### src/rtl/jt10_adpcm_mix_pkg.sv
// Shared slot-decode constants and saturation helpers for the ADPCM mixer.
package jt10_adpcm_mix_pkg;

  localparam logic [5:0] FIRST_SLOT = 6'b000001;
  localparam logic [5:0] LAST_SLOT  = 6'b100000;

  // True when exactly one bit of a 6-bit slot vector is set.
  function automatic logic is_onehot6(input logic [5:0] v);
    return (v != 6'd0) && ((v & (v - 6'd1)) == 6'd0);
  endfunction

  // Clamp a wide signed sum into the 16-bit sample range.
  function automatic logic signed [15:0] sat16(input logic signed [31:0] v);
    if (v > 32'sd32767) begin
      return 16'sh7fff;
    end else if (v < -32'sd32768) begin
      return 16'sh8000;
    end else begin
      return v[15:0];
    end
  endfunction

  // True when sat16 would alter the value.
  function automatic logic sat16_clips(input logic signed [31:0] v);
    return (v > 32'sd32767) || (v < -32'sd32768);
  endfunction

endpackage

### src/rtl/jt10_adpcm_mix_side.sv
// One stereo side of the mixer: accumulator, saturator and clip detect.
module jt10_adpcm_mix_side
  import jt10_adpcm_mix_pkg::*;
#(
  parameter int unsigned ACC_W = 19
) (
  input  logic                    clk_i,
  input  logic                    rst_i,
  input  logic                    cen_i,
  input  logic                    slot_i,     // valid accumulate slot
  input  logic                    first_i,    // frame-start slot
  input  logic                    publish_i,  // frame-end slot with a frame seen
  input  logic signed [ACC_W-1:0] term_i,
  output logic signed [15:0]      pcm_o,
  output logic                    clip_o
);

  logic signed [ACC_W-1:0] acc_q, acc_d;
  logic signed [ACC_W-1:0] acc_sum;
  logic signed [31:0]      sum_ext;
  logic signed [15:0]      pcm_q;
  logic                    clip_q;

  // Running sum including the presented term; frame start discards history.
  always_comb begin
    acc_sum = acc_q + term_i;
    sum_ext = 32'(acc_sum);
    acc_d   = first_i ? term_i : acc_sum;
  end

  // Accumulator and published sample advance only on enabled slots.
  always_ff @(posedge clk_i or posedge rst_i) begin
    if (rst_i) begin
      acc_q  <= '0;
      pcm_q  <= '0;
      clip_q <= 1'b0;
    end else if (cen_i) begin
      if (slot_i) begin
        acc_q <= acc_d;
      end
      if (publish_i) begin
        pcm_q  <= sat16(sum_ext);
        clip_q <= sat16_clips(sum_ext);
      end
    end
  end

  assign pcm_o  = pcm_q;
  assign clip_o = clip_q;

endmodule

### src/rtl/jt10_adpcm_mix.sv
// Six-channel ADPCM stereo mixer: one accumulate slot per channel per 36-cen frame.
module jt10_adpcm_mix
  import jt10_adpcm_mix_pkg::*;
#(
  parameter int unsigned ACC_W = 19
) (
  input  logic               clk,
  input  logic               rst,
  input  logic               cen,
  input  logic [5:0]         cur_ch,
  input  logic [5:0]         en_ch,
  input  logic [1:0]         lr,
  input  logic [5:0]         ch_mute,
  input  logic signed [15:0] pcm_in,
  output logic signed [15:0] pcm_l,
  output logic signed [15:0] pcm_r,
  output logic               snd_sample,
  output logic               clipped
);

  logic                    slot_hit;
  logic                    first_slot;
  logic                    last_slot;
  logic                    publish;
  logic signed [ACC_W-1:0] ch_term;
  logic signed [ACC_W-1:0] term_l;
  logic signed [ACC_W-1:0] term_r;
  logic                    seen_q;
  logic                    snd_q;
  logic                    clip_l;
  logic                    clip_r;

  // Slot decode and per-side term selection.
  always_comb begin
    slot_hit   = is_onehot6(cur_ch) && is_onehot6(en_ch) && (cur_ch == en_ch);
    first_slot = slot_hit && (cur_ch == FIRST_SLOT);
    last_slot  = slot_hit && (cur_ch == LAST_SLOT);
    // Publishing needs a frame start since reset so a partial frame never escapes.
    publish    = last_slot && seen_q;
    ch_term    = ACC_W'(pcm_in);
    if ((cur_ch & ch_mute) != 6'd0) begin
      ch_term = '0;
    end
    term_l = lr[1] ? ch_term : '0;
    term_r = lr[0] ? ch_term : '0;
  end

  // Frame-seen flag and single-clk sample strobe.
  always_ff @(posedge clk or posedge rst) begin
    if (rst) begin
      seen_q <= 1'b0;
      snd_q  <= 1'b0;
    end else begin
      // Cleared every clk that does not publish, so wide cen cannot stretch it.
      snd_q <= cen && publish;
      if (cen && first_slot) begin
        seen_q <= 1'b1;
      end
    end
  end

  jt10_adpcm_mix_side #(
    .ACC_W(ACC_W)
  ) u_left (
    .clk_i    (clk),
    .rst_i    (rst),
    .cen_i    (cen),
    .slot_i   (slot_hit),
    .first_i  (first_slot),
    .publish_i(publish),
    .term_i   (term_l),
    .pcm_o    (pcm_l),
    .clip_o   (clip_l)
  );

  jt10_adpcm_mix_side #(
    .ACC_W(ACC_W)
  ) u_right (
    .clk_i    (clk),
    .rst_i    (rst),
    .cen_i    (cen),
    .slot_i   (slot_hit),
    .first_i  (first_slot),
    .publish_i(publish),
    .term_i   (term_r),
    .pcm_o    (pcm_r),
    .clip_o   (clip_r)
  );

  assign snd_sample = snd_q;
  assign clipped    = clip_l | clip_r;

endmodule

### config.mk
export PLATFORM = sky130hd
export DESIGN_NAME = jt10_adpcm_mix
export DESIGN_NICKNAME = d
export VERILOG_FILES = /design/src/rtl/jt10_adpcm_mix_pkg.sv /design/src/rtl/jt10_adpcm_mix_side.sv /design/src/rtl/jt10_adpcm_mix.sv
export SDC_FILE = /design/constraint.sdc
export NUM_CORES = 1
export LEC_CHECK = 0
export CAP_MARGIN = 40
export CORE_ASPECT_RATIO = 1.75
export CORE_UTILIZATION = 55
export DETAILED_ROUTE_END_ITERATION = 12
export PLACE_DENSITY_LB_ADDON = 0.05
export SETUP_SLACK_MARGIN = 0.05
export SYNTH_ARGS = -nofsm -noshare
export SYNTH_HDL_FRONTEND = slang
export SYNTH_SLANG_ARGS = --single-unit
### constraint.sdc
create_clock -name clk -period 6.2 [get_ports clk]
set_input_delay 1.24 -clock clk [delete_from_list [all_inputs] [get_ports clk]]
set_output_delay 1.24 -clock clk [all_outputs]
set_load 0.02 [all_outputs]
## Yosys cells after proc, flatten, opt, wreduce, memory -nomap -nowiden

Index checks and enable logic that the tools add are counted.

| operators by class | value |
|---|---|
| bitwise gates (word level) | 4 |
| magnitude comparators | 4 |
| mux-type cells | 9 |
| add/subtract/negate cells | 4 |
| eq/ne operators | 3 |
| reduce and logical (&&, ||, !) cells | 18 |

Operators with widths:

| kind | count |
|---|---|
| $mux 19 | 5 |
| $mux 16 | 4 |
| $add 19x19->19 | 2 |
| $gt 19x16->1 const B | 2 |
| $lt 19x16->1 const B | 2 |
| $and 6x6->6 | 3 |
| $reduce_bool 6->1 | 3 |
| $logic_not 6->1 | 2 |
| $sub 6x1->6 const B | 2 |
| $logic_and 1x1->1 | 9 |
| $eq 6x1->1 const B | 1 |
| $eq 6x6->1 | 1 |
| $eq 6x6->1 const B | 1 |
| $reduce_and 2->1 | 2 |
| $logic_or 1x1->1 | 2 |
| $or 1x1->1 | 1 |

| word-level totals | value |
|---|---|
| output and inout bits | 34 |
| logic and storage cells | 50 |
| register bits | 74 |
| bits of input ports | 39 |

## Longest topological paths before layout

Gate-level depths: netlist of run 1.

| logic depth | value |
|---|---|
| word-level depth | 9 |
| mapped depth | 16 |
| gate-level depth less buffers | 14 |

## By module

A second synthesis of run 1 with hierarchy kept.

| unflattened totals | value |
|---|---|
| cell total of the unflattened synthesis | 727 |
| area total of the unflattened synthesis | 6209.7 um2 |

Modules (own cells, without submodules):

| module | times used | sequential area each (um2) | area each (um2) | cells each |
|---|---|---|---|---|
| jt10_adpcm_mix_side | 2 | 900.9 | 2820.2 | 323 |
| jt10_adpcm_mix | 1 | 50.0 | 569.3 | 81 |

## Worst setup path before layout of run 1

No wires, ideal clock.

| path | value |
|---|---|
| path kind | input port to flip-flop |
| from | in cur_ch[5] |
| to | reg u_left.pcm_q[0], in the netlist u_left.pcm_o[0] |
| setup slack | 1.335 ns |
| required time | 6.120 ns |
| library setup time | 0.080 ns |
| buffers on the path | 2 |
| stages on the path | 15 |
| arrival time | 4.785 ns |
| path through | a22oi_1 nand2_1 a221oi_1 clkbuf_1 and3_1 ha_1 a21o_1 a21o_1 a21oi_1 mux2_2 or4b_4 a2111oi_4 o21ai_2 buf_6 o211ai_2 |

| on the way | value |
|---|---|
| word-level cells in the longest chain between the ends | 9 |
| elaborated cells between the ends (all ways) | 21 |
| classes of those cells | add/sub: 2; order compare: 2; eq/ne: 2; mux: 4; bitwise: 2; reduce/logical: 9 |

RTL lines:

| what | RTL line | source |
|---|---|---|
| start: declaration | jt10_adpcm_mix.sv:10 | `input logic [5:0] cur_ch,` |
| parallel branches: the longest is 9 deep, another holds $add 19x19->19 | n/a |  |
| end signal: assignment | jt10_adpcm_mix_side.sv:42 | `pcm_q <= sat16(sum_ext);` |
| end: declaration | jt10_adpcm_mix_side.sv:21 | `logic signed [15:0] pcm_q;` |

Parallel ways; which one is timed is not known.
A chain may end at the register's enable or synchronous reset.

## Final worst setup path of run 1

| path | value |
|---|---|
| from | in cur_ch[1] |
| to | reg u_right.pcm_q[0], in the netlist u_right.pcm_o[0] |

| on the way | value |
|---|---|
| word-level cells in the longest chain between the ends | 9 |
| elaborated cells between the ends (all ways) | 21 |
| classes of those cells | add/sub: 2; order compare: 2; eq/ne: 2; mux: 4; bitwise: 2; reduce/logical: 9 |

RTL lines:

| what | RTL line |
|---|---|
| parallel branches: the longest is 9 deep, another holds $add 19x19->19 | n/a |
| end signal: assignment | jt10_adpcm_mix_side.sv:42 |
| end: declaration | jt10_adpcm_mix_side.sv:21 |

Parallel ways; which one is timed is not known.

==> flow_summary_export.csv, run 1 <==
group,metric,value,unit
cts,htreeDepth,3,
route,drtIter0Drc,259,
worst_setup_path,required,6.45,ns
cells_and_area,multi_input_area,0.00349,mm2
logic_synthesis,synthDistinctLibCells,62,
worst_setup_path,ff2ff_path_depth,10,
logic_synthesis,ys_top_cells_by_area,"dfrtp_1 33%, ha_1 8.1%, nand2_1 5.9%",
timing,fin_skew,0.00879,ns
pwr,intPower,813,uW
global_routing,antenna_found_initial,0,
logic_synthesis,syn_area,0.00553,mm2
pwr,switching_share,0.249,
logic_synthesis,synth_top_cell_area_share,0.335,
route,first_pass_iters,4,
worst_setup_path,r2r-end,"u_right.pcm_o[0]",
global_routing,grt_pass1_wl,24100,um
timing,setup-tns-final,0,ns
route,avgRoutedWirePerCell,17.6,um
min_path,min_to,"u_left.pcm_o[15]",
cells_and_area,n_antenna_cell,0,
global_routing,globalRouteMet1Util,0.336,
die,core-area,0.00985,mm2
cts,clkTransAtPathRegs,0.06,ns
cells_and_area,final-seq-area,0.00185,mm2
cells_and_area,nFillCells,849,
die,start_util,0.562,
pwr,ir_drop,159,uV
run,drv_cap,0,
cts,cts_tree,"done",
pwr,clkPwrFrac,0.460,
place,finalWeightedCongestion,0.964,
logic_synthesis,synthArstFlopShare,1.00,
min_path,whs_path_depth,2,
logic_synthesis,synthCells,645,
route,routed_wl,14800,um
die,dieArea,0.0105,mm2
logic_synthesis,yosys_register_bits,74,
logic_synthesis,yosysWarnings,0,
cts,cts.sinks,74,
worst_setup_path,r2r_start,"u_right.acc_q[0]",
die,die_w,77.8,um
die,rows,48,
worst_setup_path,start_kind,"input pin",
cts,numCtsBuffers,9,
cts,clockBufferDepth,2,
worst_setup_path,cp-end-kind,"flip-flop",
cells_and_area,final_cell_mix,"87 x nand2_1, 74 x dfrtp_1, 72 x clkdlybuf4s50_1",
pwr,powerDensity,163,mW/mm2
global_routing,grt_max_degree,68,
pwr,seq_power_share,0.446,
cts,ctsRootBufferMaster,"clkbuf_16",
timing,worst_pin_slew,0.875,ns
cells_and_area,fin_nets,786,
timing,period_share,0.895,
global_routing,grt_pass1_vias,4976,
timing,period_minus_slack,5.55,ns
cts,postCtsSetupRepairBufs,0,
logic_synthesis,synth.avg_cell_area,8.58,um2
global_routing,busiest_layer,"met2",
timing,fmax,0.180,GHz
cells_and_area,drive_above_1_share,0.0854,
logic_synthesis,syn-num-nets,722,
die,ios,73,
cells_and_area,area_delta_synth_final,19.9,%
timing,max_slew_margin,0.415,
worst_setup_path,ff2ff_setup_slack,2.37,ns
min_path,min-delay-start,"u_left.pcm_o[15]",
route,via_per_inst,6.01,
logic_synthesis,synthFlopType,"dfrtp_1",
route,vias,5040,
cts,cts_resized,0,
logic_synthesis,synth.largest_area_cell,"dfrtp_1",
cts,clock_latency,0.34,ns
global_routing,grt_use_total,0.296,
global_routing,overflow,0,
timing,hold_viol_final,0,
pwr,power_frac_comb,0.094,
global_routing,met3_usage,0.0324,
global_routing,grt_util_met2,0.547,
timing,rsz0062_at_grt,"false",
worst_setup_path,critPathKind,"input pin to flip-flop",
die,fp.dieH,135,um
status,status,"completed",
route,ant_nets,0,
pwr,p_leak,0.00309,uW
place,dp_hpwl,11300,um
pwr,p_sw,270,uW
cells_and_area,final_common_cell,"nand2_1",
worst_setup_path,cp.arrival,5.80,ns
place,port_buffers,72,
logic_synthesis,synth_edf_count,0,
timing,fin_hold_ws,0.482,ns
worst_setup_path,worstPathMaxFanout,19,
timing,setup_viol,0,
min_path,hold_path.class,"flip-flop to flip-flop",
logic_synthesis,ys_seq_area_frac,0.335,
cts,hold_buffers,0,
route,drc_errors,0,
timing,slew_violations,0,
[cells in the mapped netlist, drive strengths merged (8+ instances only)]
cell type / n
mux2: 10
o211ai: 31
inv: 17
nor2: 47
o21bai: 8
xnor2: 18
ha: 36
o21ai: 64
clkbuf: 16
nand3: 17
mux2i: 12
dfrtp: 74
buf: 10
a21o: 10
a21oi: 55
and3: 36
nand2: 87
xor2: 15
[registers in the layout, indices dropped and copies added, names as in the netlist]
name,count
u_left.pcm_o,16
u_left.clip_o,1
snd_sample,1
seen_q,1
u_right.acc_q,19
u_left.acc_q,19
u_right.pcm_o,16
u_right.clip_o,1
[per-layer routing]
metal / part of all wire / vias up
li1: - / 2478
met1: 0.41 / 2397
met2: 0.53 / 135
met3: 0.031 / 30
met4: 0.030 / 0
met5: 0 / -
[through the flow]
step	total power [uW]	cell area [um2]	std cells	worst slack, ns	util
after global routing	1120	6630	839	0.201	0.673
after detailed placement	593	6350	823	0.345	0.645
final	1080	6630	839	0.652	0.673
after global placement	590	6330	822	0.519	0.643
after floorplan	544	5530	645	1.33	-
after CTS	1090	6630	839	0.690	0.673
[logic make-up after synthesis]
| kind of cell | Yosys count | share of synthesized area |
|---|---|---|
| AOI/OAI and AO/OA | 210 | 0.251 |
| xor gates and xnor gates | 33 | 0.0522 |
| adders and majority gates | 38 | 0.0886 |
| buffers and inverters | 44 | 0.0373 |
| DFF | 74 | 0.335 |
| muxes | 22 | 0.0421 |
| and+or+nand+nor | 224 | 0.194 |
[critical path, cell delays in order]
cell	delay (ns)
clkdlybuf4s50_1	0.60
a22oi_1	0.10
nand2_1	0.08
a221oi_2	0.04
buf_4	0.20
and3_1	0.21
ha_1	0.22
fa_1	0.43
a211oi_1	0.35
o211ai_1	0.20
a31oi_1	0.33
o21ai_0	0.26
a221oi_2	0.45
xnor2_1	0.21
nand3b_1	0.57
o211ai_1	0.29
[how the worst max path moves through the flow]
stage	from	endpoint	slack, ns	depth (start not counted)
after global placement	cur_ch[0]	u_right.pcm_o[0]	0.52	16
final	cur_ch[1]	u_right.pcm_o[0]	0.65	16
after detailed placement	cur_ch[1]	u_right.pcm_o[0]	0.34	16
after floorplan	cur_ch[5]	u_left.pcm_o[0]	1.33	15
after CTS	cur_ch[1]	u_right.pcm_o[0]	0.69	16
after global routing	cur_ch[0]	u_right.pcm_o[0]	0.20	16
[area by class of cell]
class                   instances  area share
clock inverters                 5     0.00585
repair buffers                 80       0.120
multi-input cells             527       0.526
inverters                      17     0.00962
clock buffers                  11      0.0366
flip-flops and latches         74       0.279
well taps                     125      0.0236
[power groups by stage]
stage               registers, uW  logic [uW]  clock network (uW)
CTS                           483         102                 502
global route                  483         112                 523
finish                        483         102                 498
global placement              492        98.1                   0
floorplan                     492        52.2                   0
detailed placement            492         101                   0
No activity file was read; power rests on OpenSTA's default activity.
==> run 2: changes to the inputs <==
==> constraint.sdc (replaced) <==
create_clock -name clk -period 5.4 [get_ports clk]
set_input_delay 1.08 -clock clk [delete_from_list [all_inputs] [get_ports clk]]
set_output_delay 1.08 -clock clk [all_outputs]
set_load 0.02 [all_outputs]
==> run 2 against run 1 <==
Effect of this change: worst setup slack got worse by 0.29 ns; hold slack got worse by 0.0062 ns; critical path depth is 1 lower; core utilization is 1.0 points higher; largest cell class unchanged.
==> flow_summary_export.csv, run 2 (synthesis results as in run 1) <==
group,metric,value,unit
place,finalWeightedCongestion,0.905,
run,drv_cap,0,
route,routed_wl,14900,um
worst_setup_path,ff2ff_path_depth,10,
global_routing,grt_max_degree,52,
cts,clkTransAtPathRegs,0.06,ns
cts,postCtsSetupRepairBufs,0,
die,dieArea,0.0105,mm2
worst_setup_path,cp.arrival,5.29,ns
route,top_layer,"met4",
status,status,"completed",
route,drc_errors,0,
timing,period_share,0.934,
worst_setup_path,ff2ff_setup_slack,1.86,ns
global_routing,overflow,0,
worst_setup_path,required,5.65,ns
route,wl_met2,8030,um
die,die_w,77.8,um
worst_setup_path,r2r_start,"u_left.acc_q[0]",
cells_and_area,fin_nets,799,
cts,cts_resized,0,
route,ant_nets,0,
timing,period_minus_slack,5.04,ns
place,dp_hpwl,11300,um
worst_setup_path,worstPathMaxFanout,32,
pwr,p_sw,293,uW
die,rows,48,
die,ios,73,
timing,hold_viol_final,0,
worst_setup_path,crit_chain,"clkdlybuf4s50_1 > a22oi_1 > nand2_1 > a221oi_2 > buf_12 > and3_1 > ha_1 > a211oi_1 > o21ai_1 > a21oi_1 > nor3_1 > or4b_4 > a2111oi_4 > o21ai_2 > o211ai_1",
cells_and_area,final_cell_mix,"87 x nand2_1, 74 x dfrtp_1, 72 x clkdlybuf4s50_1",
route,wl_met3,519,um
route,drtIter0Drc,257,
timing,fmax,0.198,GHz
timing,max_slew_margin,0.440,
pwr,p_leak,0.00315,uW
worst_setup_path,cpMaxStageDelayCell,"or4b_4",
worst_setup_path,slowest_delay,0.55,ns
cts,cts.sinks,74,
pwr,clkPwrFrac,0.445,
cts,hold_buffers,0,
cells_and_area,area_delta_synth_final,21.7,%
cts,ctsRootBufferMaster,"clkbuf_16",
timing,worst_pin_slew,0.839,ns
worst_setup_path,r2r-end,"u_left.pcm_o[3]",
timing,slew_violations,0,
global_routing,grt_use_total,0.300,
timing,setup-tns-final,0,ns
route,m1WireLength,5980,um
pwr,switching_share,0.240,
die,start_util,0.562,
route,via_per_inst,6.09,
min_path,hold_path.class,"flip-flop to flip-flop",
cells_and_area,final_common_cell,"nand2_1",
cts,cts_tree,"done",
timing,setup_viol,0,
cells_and_area,drive_above_1_share,0.0993,
route,vias,5174,
timing,fin_skew,0.00704,ns
worst_setup_path,crit_path_start,"cur_ch[5]",
pwr,seq_power_share,0.455,
global_routing,grt_pass1_vias,5221,
pwr,ir_drop,151,uV
worst_setup_path,worstSetupEndpoint,"u_left.pcm_o[3]",
route,avgRoutedWirePerCell,17.5,um
worst_setup_path,start_kind,"input pin",
die,core-area,0.00985,mm2
cells_and_area,n_antenna_cell,0,
die,fp.dieH,135,um
global_routing,antenna_found_initial,0,
timing,rsz0062_at_grt,"false",
cts,clock_latency,0.34,ns
pwr,power_frac_comb,0.100,
global_routing,grt_pass1_wl,24500,um
route,first_pass_iters,4,
timing,fin_hold_ws,0.476,ns
worst_setup_path,cp-end-kind,"flip-flop",
cells_and_area,reg_top3,"u_left.acc_q (19), u_right.acc_q (19)",
pwr,powerDensity,181,mW/mm2
cts,clockBufferDepth,2,
worst_setup_path,critPathKind,"input pin to flip-flop",
place,port_buffers,72,
cts,htreeDepth,3,
cts,numCtsBuffers,9,
pwr,intPower,927,uW
-- run 2: metrics by stage --
step / total power, uW / area, um2 / setup WS (ns) / std cells / util
floorplan: 625 / 5530 / 0.695 / 645 / -
global placement: 681 / 6450 / 0.206 / 835 / 0.655
detailed placement: 685 / 6470 / 0.0433 / 836 / 0.657
CTS: 1230 / 6730 / 0.383 / 850 / 0.684
global route: 1260 / 6730 / 0.146 / 850 / 0.684
finish: 1220 / 6730 / 0.358 / 850 / 0.684
-- run 2: power by group through the flow --
stage / Sequential [uW] / Combinational, uW / Clock [uW]
floorplan: 565 / 59.9 / 0
CTS: 555 / 121 / 551
finish: 555 / 122 / 543
global placement: 565 / 116 / 0
detailed placement: 565 / 120 / 0
global route: 555 / 134 / 576
-- run 2: area by class of cell --
cell class	count	area, um2
inverter	17	63.8
clock inverter	3	17.5
tap	125	156
fill	831	3120
sequential	74	1850
clock buffer	11	243
multi-input combinational	527	3490
timing repair buffer	93	916
-- run 2: worst max-delay path: cells and delay by family --
family | cells | cell delay [ns]
and+or+nand+nor | 4 | 0.97
buffers and inverters | 2 | 0.63
adders and majority gates | 1 | 0.26
AOI/OAI and AO/OA | 8 | 2.33
-- run 2: worst min-delay path by stage --
stage	startpoint	to	slack (ns)	depth (start not counted)
detailed placement	u_left.acc_q[14]	u_left.acc_q[14]	0.47	2
CTS	u_right.clip_o	u_right.clip_o	0.48	2
global placement	u_left.acc_q[14]	u_left.acc_q[14]	0.46	2
finish	u_left.pcm_o[15]	u_left.pcm_o[15]	0.48	2
global route	u_right.acc_q[8]	u_right.acc_q[8]	0.52	2
floorplan	u_right.clip_o	u_right.clip_o	0.44	2
-- run 2: routing by layer --
metal  vias up  GRT usage
met2       127      0.559
met1      2504      0.333
met4         0      0.119
met3        29     0.0493
li1       2514          -
met5         -          0
